`src/rtl/bla_sub_pipe2.sv`:
```
// bla_sub_pipe2: two-stage pipelined borrow-lookahead subtractor.
// Computes diff = a - b - bin with unsigned borrow-out and signed overflow.
// Stage 1 resolves the low half and its borrow. Stage 2 resolves the high
// half from that registered borrow. Valid/ready handshakes on both sides,
// throughput one op per cycle, no combinational path from operands to outputs.
module bla_sub_pipe2 #(
  parameter int WIDTH = 8
) (
  input  logic             clk,
  input  logic             rst_n,
  input  logic             in_valid,
  output logic             in_ready,
  input  logic [WIDTH-1:0] a,
  input  logic [WIDTH-1:0] b,
  input  logic             bin,
  output logic             out_valid,
  input  logic             out_ready,
  output logic [WIDTH-1:0] diff,
  output logic             bout,
  output logic             ovf
);

  localparam int LO = WIDTH / 2;
  localparam int HI = WIDTH - LO;

  // Borrow-lookahead over the low half. Returns {borrow_out, difference}.
  // Each borrow is formed from the running group generate/propagate of the
  // bits below it combined with the incoming borrow, rather than from the
  // previous bit's borrow.
  function automatic logic [LO:0] bla_lo(input logic [LO-1:0] x,
                                         input logic [LO-1:0] y,
                                         input logic          bi);
    logic [LO-1:0] g;
    logic [LO-1:0] p;
    logic [LO:0]   br;
    logic          gg;
    logic          pp;
    g     = ~x & y;
    p     = ~(x ^ y);
    gg    = 1'b0;
    pp    = 1'b1;
    br[0] = bi;
    for (int i = 0; i < LO; i++) begin
      gg      = g[i] | (p[i] & gg);
      pp      = p[i] & pp;
      br[i+1] = gg | (pp & bi);
    end
    return {br[LO], x ^ y ^ br[LO-1:0]};
  endfunction

  // Borrow-lookahead over the high half, same structure as bla_lo.
  function automatic logic [HI:0] bla_hi(input logic [HI-1:0] x,
                                         input logic [HI-1:0] y,
                                         input logic          bi);
    logic [HI-1:0] g;
    logic [HI-1:0] p;
    logic [HI:0]   br;
    logic          gg;
    logic          pp;
    g     = ~x & y;
    p     = ~(x ^ y);
    gg    = 1'b0;
    pp    = 1'b1;
    br[0] = bi;
    for (int i = 0; i < HI; i++) begin
      gg      = g[i] | (p[i] & gg);
      pp      = p[i] & pp;
      br[i+1] = gg | (pp & bi);
    end
    return {br[HI], x ^ y ^ br[HI-1:0]};
  endfunction

  // Handshake control
  logic accept;
  logic s2_free;
  logic s1_adv;

  logic s1_valid_q;
  logic s1_valid_d;
  logic out_valid_q;
  logic out_valid_d;

  // Stage 1 registers: low-half result, its borrow, and the high-half operands
  logic [LO-1:0] s1_dlo_q;
  logic          s1_br_q;
  logic [HI-1:0] s1_ahi_q;
  logic [HI-1:0] s1_bhi_q;

  // Stage 2 (output) registers
  logic [WIDTH-1:0] diff_q;
  logic             bout_q;
  logic             ovf_q;

  // Combinational lookahead results
  logic [LO:0]   lo_res;
  logic [HI:0]   hi_res;
  logic [HI-1:0] hi_d;
  logic          hi_br;
  logic          ovf_d;

  assign s2_free  = !out_valid_q || out_ready;
  assign s1_adv   = s1_valid_q && s2_free;
  assign in_ready = !s1_valid_q || s2_free;
  assign accept   = in_valid && in_ready;

  assign lo_res = bla_lo(a[LO-1:0], b[LO-1:0], bin);
  assign hi_res = bla_hi(s1_ahi_q, s1_bhi_q, s1_br_q);
  assign hi_d   = hi_res[HI-1:0];
  assign hi_br  = hi_res[HI];

  // Overflow: operands of opposite sign and result sign differs from minuend
  assign ovf_d = (s1_ahi_q[HI-1] ^ s1_bhi_q[HI-1]) & (hi_d[HI-1] ^ s1_ahi_q[HI-1]);

  // Next-state of the two valid flags; stage 1 may reload while it drains
  always_comb begin
    s1_valid_d  = s1_valid_q;
    out_valid_d = out_valid_q;
    if (accept) begin
      s1_valid_d = 1'b1;
    end else if (s1_adv) begin
      s1_valid_d = 1'b0;
    end
    if (s1_adv) begin
      out_valid_d = 1'b1;
    end else if (out_ready) begin
      out_valid_d = 1'b0;
    end
  end

  // Valid flags; reset discards every op in flight
  always_ff @(posedge clk) begin
    if (!rst_n) begin
      s1_valid_q  <= 1'b0;
      out_valid_q <= 1'b0;
    end else begin
      s1_valid_q  <= s1_valid_d;
      out_valid_q <= out_valid_d;
    end
  end

  // ---- stage 1: capture low-half result, borrow into high half, high operands
  always_ff @(posedge clk) begin
    if (accept) begin
      s1_dlo_q <= lo_res[LO-1:0];
      s1_br_q  <= lo_res[LO];
      s1_ahi_q <= a[WIDTH-1:LO];
      s1_bhi_q <= b[WIDTH-1:LO];
    end
  end

  // ---- stage 2: resolve high half and load results; hold under backpressure
  always_ff @(posedge clk) begin
    if (!rst_n) begin
      diff_q <= '0;
      bout_q <= 1'b0;
      ovf_q  <= 1'b0;
    end else if (s1_adv) begin
      diff_q <= {hi_d, s1_dlo_q};
      bout_q <= hi_br;
      ovf_q  <= ovf_d;
    end
  end

  assign out_valid = out_valid_q;
  assign diff      = diff_q;
  assign bout      = bout_q;
  assign ovf       = ovf_q;

endmodule

```
`config.mk`:
```
export PLATFORM = sky130hd
export DESIGN_NAME = bla_sub_pipe2
export DESIGN_NICKNAME = d
export VERILOG_FILES = /design/src/rtl/bla_sub_pipe2.sv
export SDC_FILE = /design/constraint.sdc
export NUM_CORES = 1
export LEC_CHECK = 0
export ABC_AREA = 1
export CAP_MARGIN = 20
export CORE_MARGIN = 2
export CORE_UTILIZATION = 42
export DETAILED_ROUTE_END_ITERATION = 8
export GPL_ROUTABILITY_DRIVEN = 0
export GPL_TIMING_DRIVEN = 0
export HOLD_SLACK_MARGIN = 0.02
export PLACE_DENSITY = 0.74
export SYNTH_ARGS = -nofsm -noshare
export SYNTH_HDL_FRONTEND = slang
export SYNTH_SLANG_ARGS = --single-unit
```
`constraint.sdc`:
```
create_clock -name clk -period 1.65 [get_ports clk]
set_clock_uncertainty 0.15 [all_clocks]
set_input_delay 0.33 -clock clk [delete_from_list [all_inputs] [get_ports clk]]
set_output_delay 0.33 -clock clk [all_outputs]
set_load 0.02 [all_outputs]
```
==> qor.txt, run 1 <==
FMAX = 615 MHz
DRT Pass-1 Iters = 4
status = finished clean
# setup viols final = 0
post-synth top area cell = edfxtp_1
slowest stage delay, CP = 490 ps
Avg Cell Area, Syn = 9.77 um^2
worst-path fanout max = 2
worst-skew pair later-pin latency = 320 ps
hpwl dp = 1630 um
Layout area overhead = 36.0%
CP cell instances = clkdlybuf4s50_1 > ha_1 > nand3_1 > nand2_1 > a21o_1 > a21o_1
period utilization = 98.6%
total CTS buffers = 3
P per Cell Area = 810 mW/mm^2
crit path time final = 1630 ps
register area share after synthesis = 53.8%
Mapped Area = 0.00117 mm^2
Root Buffer Master = clkbuf_4
Iteration-0 DRC Markers = 19
syn nets = 151
Worst Hold Launch = s1_dlo_q[0]
worst min path class = register to register
Vias = 894
IO Port Bufs = 32
total power = 1.29 mW
Worst setup startpoint = b[0]
number of remaining DRC errors = 0
# rows = 19
CTS Sinks = 25
Hold Path Stages = 2
initial antenna violation count = 0
wire per inst = 11.4 um
Peak supply drop = 0.444 mV
final net count = 190
Reg-to-Reg Start = s1_ahi_q[1]
Max Root-Sink Buffers = 2
Max-Cap Viols = 0
Tightest Pin Transition = 311 ps
CP Class = input port to register
antenna cell count = 0
first-pass GRT wire length = 3550 um
utilization after layout = 58.8%
largest net degree at the start of global routing = 14
Worst-path clk slew = 130 ps
GR Overflow Total = 0
Fill cells = 260
R2R cell count = 10
post-synthesis cell type count = 19
total routed wirelength = 2160 um
CP arrival = 1580 ps
Slew headroom = 79.2%
Routed Antenna Nets = 0
Async S/R FF share, synth = 0%
register bit count reported by yosys = 25
Leakage = 0.752 nW
hold-fix buffers at CTS = 0
r2r setup slk = 140 ps
top cells by area, synth = edfxtp_1 33%, dfxtp_1 20%, ha_1 8.5%, inv_1 7.0%, nor2_1 5.4%
Vias/cell = 4.73
Startpoint Class = input port
cell with the most instances after synthesis = inv_1
Commonest cells post-synth = 22 x inv_1, 17 x nor2_1, 13 x edfxtp_1, 13 x nand2_1, 12 x dfxtp_1
worst path required time = 1600 ps
Final Max Tran Viols = 0
Tot GR Track Use = 14.4%
die area = 0.00323 mm^2
die width = 56.8 um
CTS tree = built
Post-synth EDFFs = 13
H-tree lvl count = 1
Die Ht = 56.8 um
Yosys top cell area share = 33.3%
Hold Fails Final Rpt = 0
Mapped Cells = 120
CP endpoint kind = register
# IOs = 33
Critical Path Most Common Cell = a21o_1
ys flop type = edfxtp_1
Synth Warn # = 0
share of post-route cells with drive strength above 1 = 12.7%
vias in the first global route = 879
total core area = 0.00271 mm^2
CP max stage cell = clkdlybuf4s50_1
Starting Density = 43.3%
## final cells by class
class | instances | area (um^2) | area share (%)
plain buffers | 1 | 11.3 | 0.706
clock buffers | 4 | 26.3 | 1.65
inverters | 23 | 90.1 | 5.65
multi-input cells | 71 | 480 | 30.1
flip-flops and latches | 25 | 632 | 39.6
well taps | 31 | 38.8 | 2.43
repair buffers | 34 | 315 | 19.8
## logic make-up (layout without fill, tap and decap cells)
family / count (synthesis) / after routing / synth area share, %
DFF: 25 / 25 / 53.8
AOI/OAI and AO/OA: 20 / 20 / 10.2
buffers and inverters: 24 / 62 / 8.32
and+or+nand+nor: 37 / 37 / 12.7
xor gates and xnor gates: 4 / 4 / 2.99
adders and majority gates: 10 / 10 / 12.0
## report_power, final
part / internal, mW / switching (mW)
registers: 0.711 / 0.0215
clock network: 0.0948 / 0.178
logic: 0.139 / 0.147
total: 0.945 / 0.347
## what timing repair did
action,4_1_cts,5_1_grt
endpoints found under the setup margin,14,18
resized for setup,21,8
buffers inserted,1,1
pin swaps,4,1
## final timing paths
kind | endpoint
setup / recovery | s1_br_q
hold / removal | diff[0]
setup reg to reg | diff[7]
hold reg to reg | diff[0]
## placed cells by master (no fill, tap or decap), types with 2 or more instances in the layout
cell / synthesis / final
a21o_1: 2 / 2
inv_1: 22 / 18
a21oi_1: 7 / 6
dfxtp_1: 12 / 11
ha_1: 8 / 6
nand2_1: 13 / 12
o21ai_0: 6 / 6
clkbuf_4: 0 / 3
nor2_1: 17 / 17
ha_4: 0 / 2
o21ai_1: 3 / 3
fa_1: 2 / 2
inv_2: 1 / 4
nand3_1: 6 / 5
xnor2_1: 3 / 3
clkdlybuf4s50_1: 0 / 17
buf_4: 0 / 3
edfxtp_1: 13 / 13
dlygate4sd2_1: 0 / 14
## per-layer routing
metal | wire [um] | vias up | track usage (%)
met5 | 0 | - | 0
met4 | 66 | 0 | 6.98
met3 | 165 | 8 | 4.61
met2 | 1050 | 35 | 25.1
met1 | 878 | 389 | 15.6
li1 | - | 462 | -
## worst max-delay path: cells and delay by family
family	cells	cell delay (ps)
and+or+nand+nor	2	160
AOI/OAI and AO/OA	2	360
buffers and inverters	1	490
adders and majority gates	1	230
## stage by stage
| step | setup WS [ps] | instance area [um^2] | setup TNS, ps | hold slack (ps) | std cells |
|---|---|---|---|---|---|
| 2_1_floorplan | 37.9 | 1170 | 0 | 279 | 120 |
| 3_3_place_gp | -480 | 1530 | -5860 | 308 | 183 |
| 3_5_place_dp | -502 | 1530 | -6870 | 314 | 183 |
| 4_1_cts | 0.941 | 1560 | 0 | 356 | 188 |
| 5_1_grt | -1.76 | 1590 | -1.76 | 382 | 189 |
| 6_report | 22.7 | 1590 | 0 | 353 | 189 |
## state kept, by name, indices dropped and copies added, names as in the netlist
name / count
s1_valid_q: 1
ovf: 1
s1_dlo_q: 4
s1_bhi_q: 4
diff: 8
bout: 1
out_valid: 1
s1_br_q: 1
s1_ahi_q: 4
(Power assumes the default switching activity.)
==> inputs of run 2 (changes only) <==
--- a/constraint.sdc
+++ b/constraint.sdc
@@ -4,2 +4,2 @@
 set_output_delay 0.33 -clock clk [all_outputs]
-set_load 0.02 [all_outputs]
+set_load 0.1 [all_outputs]
==> qor.txt, run 2 (synthesis results as in run 1) <==
max reg flops = 8
Routed Antenna Nets = 0
H-tree lvl count = 1
Vias/cell = 4.75
worst path required time = 1170 ps
Sw Pwr = 0.483 mW
CP arrival = 1130 ps
Flop pwr share = 51.4%
R2R cell count = 10
Die Ht = 56.8 um
clock share of power = 19.4%
Starting Density = 43.3%
Iteration-0 DRC Markers = 17
CTS tree = built
total CTS buffers = 3
r2r setup slk = 130 ps
# IOs = 33
CTS Sinks = 25
hpwl dp = 1600 um
Int Pwr = 0.946 mW
wire per inst = 10.9 um
Tightest Pin Transition = 487 ps
Max-Cap Viols = 0
Hold Path Stages = 2
Reg-to-Reg Start = s1_ahi_q[1]
P per Cell Area = 893 mW/mm^2
DRT Pass-1 Iters = 4
largest net degree at the start of global routing = 16
worst min path class = register to register
Hold WS = 349 ps
CP endpoint kind = output port
Max Root-Sink Buffers = 2
Hold Fails Final Rpt = 0
die area = 0.00323 mm^2
Root Buffer Master = clkbuf_4
reg-to-reg critical path endpoint = diff[7]
Final TNS setup = 0 ps
# rows = 19
Slew headroom = 67.7%
worst-path fanout max = 3
Startpoint Class = input port
total routed wirelength = 2070 um
CP Class = input port to output port
total core area = 0.00271 mm^2
# setup viols final = 0
status = finished clean
Layout area overhead = 36.4%
vias in the first global route = 940
dpl cells = 183
period utilization = 97.6%
share of post-route cells with drive strength above 1 = 20.1%
Worst-path clk slew = 140 ps
antenna cell count = 0
IO Port Bufs = 32
worst-skew pair later-pin latency = 320 ps
hold-fix buffers at CTS = 0
final non-filler cell total = 190
utilization after layout = 59.0%
Worst setup startpoint = out_ready
first-pass GRT wire length = 3570 um
Worst Hold Launch = s1_dlo_q[3]
Final Max Tran Viols = 0
GR Overflow Total = 0
Leakage = 0.749 nW
most frequent cells in the layout = 19 x inv_1, 17 x nor2_1, 17 x clkdlybuf4s50_1
Peak supply drop = 0.607 mV
switching part of the total power = 33.8%
Worst Hold Path EP = diff[3]
RSZ-0062 raised after global routing = no
Tot GR Track Use = 14.1%
crit path time final = 1610 ps
most common cell after layout, fill and taps aside = inv_1
Vias = 903
initial antenna violation count = 0
die width = 56.8 um
final net count = 191
number of remaining DRC errors = 0
FMAX = 621 MHz
combinational power share = 29.2%
run 2: area by class of cell:
type / instances / area [um^2]
plain buffers: 1 / 11.3
clock buffers: 3 / 22.5
clock inverters: 1 / 7.51
fillers: 240 / 1110
inverters: 23 / 86.3
multi-input cells: 71 / 490
flip-flops and latches: 25 / 634
well taps: 31 / 38.8
repair buffers: 35 / 308
run 2: how the worst max path moves through the flow:
stage / to / slack [ps] / cells after the start
3_5_place_dp: in_ready / -940 / 4
2_1_floorplan: s1_ahi_q[0] / 30 / 3
4_1_cts: out_valid / 0.2 / 1
3_3_place_gp: in_ready / -910 / 4
5_1_grt: diff[2] / 6 / 1
6_report: in_ready / 40 / 4
run 2: critical path, stage by stage:
cell	delay [ps]
clkdlybuf4s50_1	420
inv_2	110
nand3_4	90
buf_12	180
run 2: power by group through the flow:
stage	Combinational (mW)	Sequential (mW)	Clock, mW
detailed placement	0.410	0.748	0
finish	0.417	0.734	0.278
global placement	0.400	0.747	0
floorplan	0.138	0.895	0
CTS	0.405	0.733	0.285
global route	0.450	0.739	0.314
run 2: layer usage:
layer	track usage, %	wire (um)	vias up
met5	0	0	-
li1	-	-	464
met4	3.65	21	0
met1	14.8	831	401
met3	3.69	142	5
met2	27.2	1070	33
run 2: stage by stage:
step,worst slack (ps),total power [mW],instance area (um^2)
6_report,39.0,1.43,1600
5_1_grt,6.23,1.50,1600
4_1_cts,0.209,1.42,1560
3_5_place_dp,-939,1.16,1550
3_3_place_gp,-913,1.15,1550
2_1_floorplan,29.5,1.03,1190
run 2: what timing repair did:
action / in CTS / in global routing
setup endpoints to repair: 14 / 8
pin swaps: 4 / 3
hold endpoints to repair: 0 / 0
setup buffers: 2 / 1
gates resized for setup: 69 / 8
==> inputs of run 3 (changes only) <==
CORE_MARGIN = 4   (was 2)
==> qor.txt, run 3 (synthesis results as in run 1) <==
status = finished clean
antenna cell count = 0
worst path required time = 1580 ps
FMAX = 616 MHz
# rows = 18
CP endpoint kind = register
worst-skew pair later-pin latency = 300 ps
crit path time final = 1620 ps
pre-CTS WS = -937 ps
Worst Hold Launch = s1_dlo_q[1]
final net count = 190
worst min path class = register to register
first-pass GRT wire length = 3610 um
max reg flops = 8
most common cell after layout, fill and taps aside = inv_1
CP arrival = 1550 ps
Hold Fails Final Rpt = 0
share of post-route cells with drive strength above 1 = 20.3%
hpwl dp = 1770 um
Fill cells = 240
die area = 0.00370 mm^2
Iteration-0 DRC Markers = 20
period utilization = 98.5%
worst-path fanout max = 2
Root Buffer Master = clkbuf_4
vias in the first global route = 895
CTS tree = built
total power = 1.41 mW
Leakage = 0.737 nW
routing usage on met1 = 15.3%
# setup viols final = 0
Hold WS = 348 ps
Vias = 909
Vias/cell = 4.84
M2 GR Usage = 24.1%
# IOs = 33
H-tree lvl count = 1
DRT Pass-1 Iters = 5
Max Root-Sink Buffers = 2
GR Layer Usage met3 = 2.77%
Max-Cap Viols = 0
Post-Layout Inst Area = 0.00158 mm^2
largest net degree at the start of global routing = 14
CP Class = input port to register
Tightest Pin Transition = 496 ps
GR Overflow Total = 0
Die Ht = 60.8 um
Tot GR Track Use = 13.0%
worst setup margin = 25.4 ps
total CTS buffers = 3
Post-DP Area = 0.00155 mm^2
number of remaining DRC errors = 0
initial antenna violation count = 0
Worst setup startpoint = b[0]
wire per inst = 12.1 um
RSZ-0062 raised after global routing = yes
Startpoint Class = input port
Worst-path clk slew = 130 ps
total routed wirelength = 2270 um
Layout area overhead = 34.6%
busiest grt layer = met2
Final Max Tran Viols = 0
CTS Sinks = 25
total core area = 0.00257 mm^2
P per Cell Area = 893 mW/mm^2
Slew headroom = 67.2%
Peak supply drop = 0.532 mV
Reg-to-Reg Start = s1_bhi_q[1]
most frequent cells in the layout = 18 x inv_1, 17 x nor2_1, 17 x clkdlybuf4s50_1
Routed Antenna Nets = 0
IO Port Bufs = 32
die width = 60.8 um
Starting Density = 45.7%
[run 3: metal layers]
metal / vias to the layer above / part of all wire [%]
met5: - / 0
met4: 0 / 0.18
met3: 2 / 8.1
met2: 36 / 52
met1: 403 / 40
li1: 468 / -
[run 3: final timing paths]
path         slack [ps]  cells after the start       to
max                  30                      6  s1_br_q
min                 350                      2  diff[1]
max reg2reg         110                      8     bout
min reg2reg         350                      2  diff[1]
[run 3: layout make-up]
class,count,area (um^2),share of cell area (%)
inverters,23,86.3,5.47
repair buffers,34,289,18.3
multi-input cells,71,493,31.2
well taps,30,37.5,2.38
flip-flops and latches,25,634,40.2
plain buffers,1,11.3,0.714
clock buffers,4,26.3,1.67
[run 3: critical path: stages]
cell             delay (ps)
clkdlybuf4s50_1         480
ha_1                    230
nand3_1                 100
nand2_2                  70
a21o_1                  200
a21o_1                  150
[run 3: stage by stage]
step,std cells,util (%),setup TNS [ps]
final,188,61.5,0
after global routing,188,61.5,-26.1
after CTS,187,60.2,0
after detailed placement,182,60.2,-8030
after global placement,182,60.2,-6960
after floorplan,120,-,0
[run 3: power by group]
part	switching, mW	internal [mW]	leakage (nW)	total, mW
logic	0.277	0.137	0.495	0.414
registers	0.0241	0.710	0.227	0.734
clock network	0.167	0.0942	0.0150	0.261
[run 3: timing repair]
item | CTS | global route
gates resized for setup | 71 | 5
hold buffers | 0 | 0
pin swaps | 4 | 1
endpoints found under the hold margin | 0 | 0
endpoints found under the setup margin | 14 | 4
setup buffers | 1 | 1
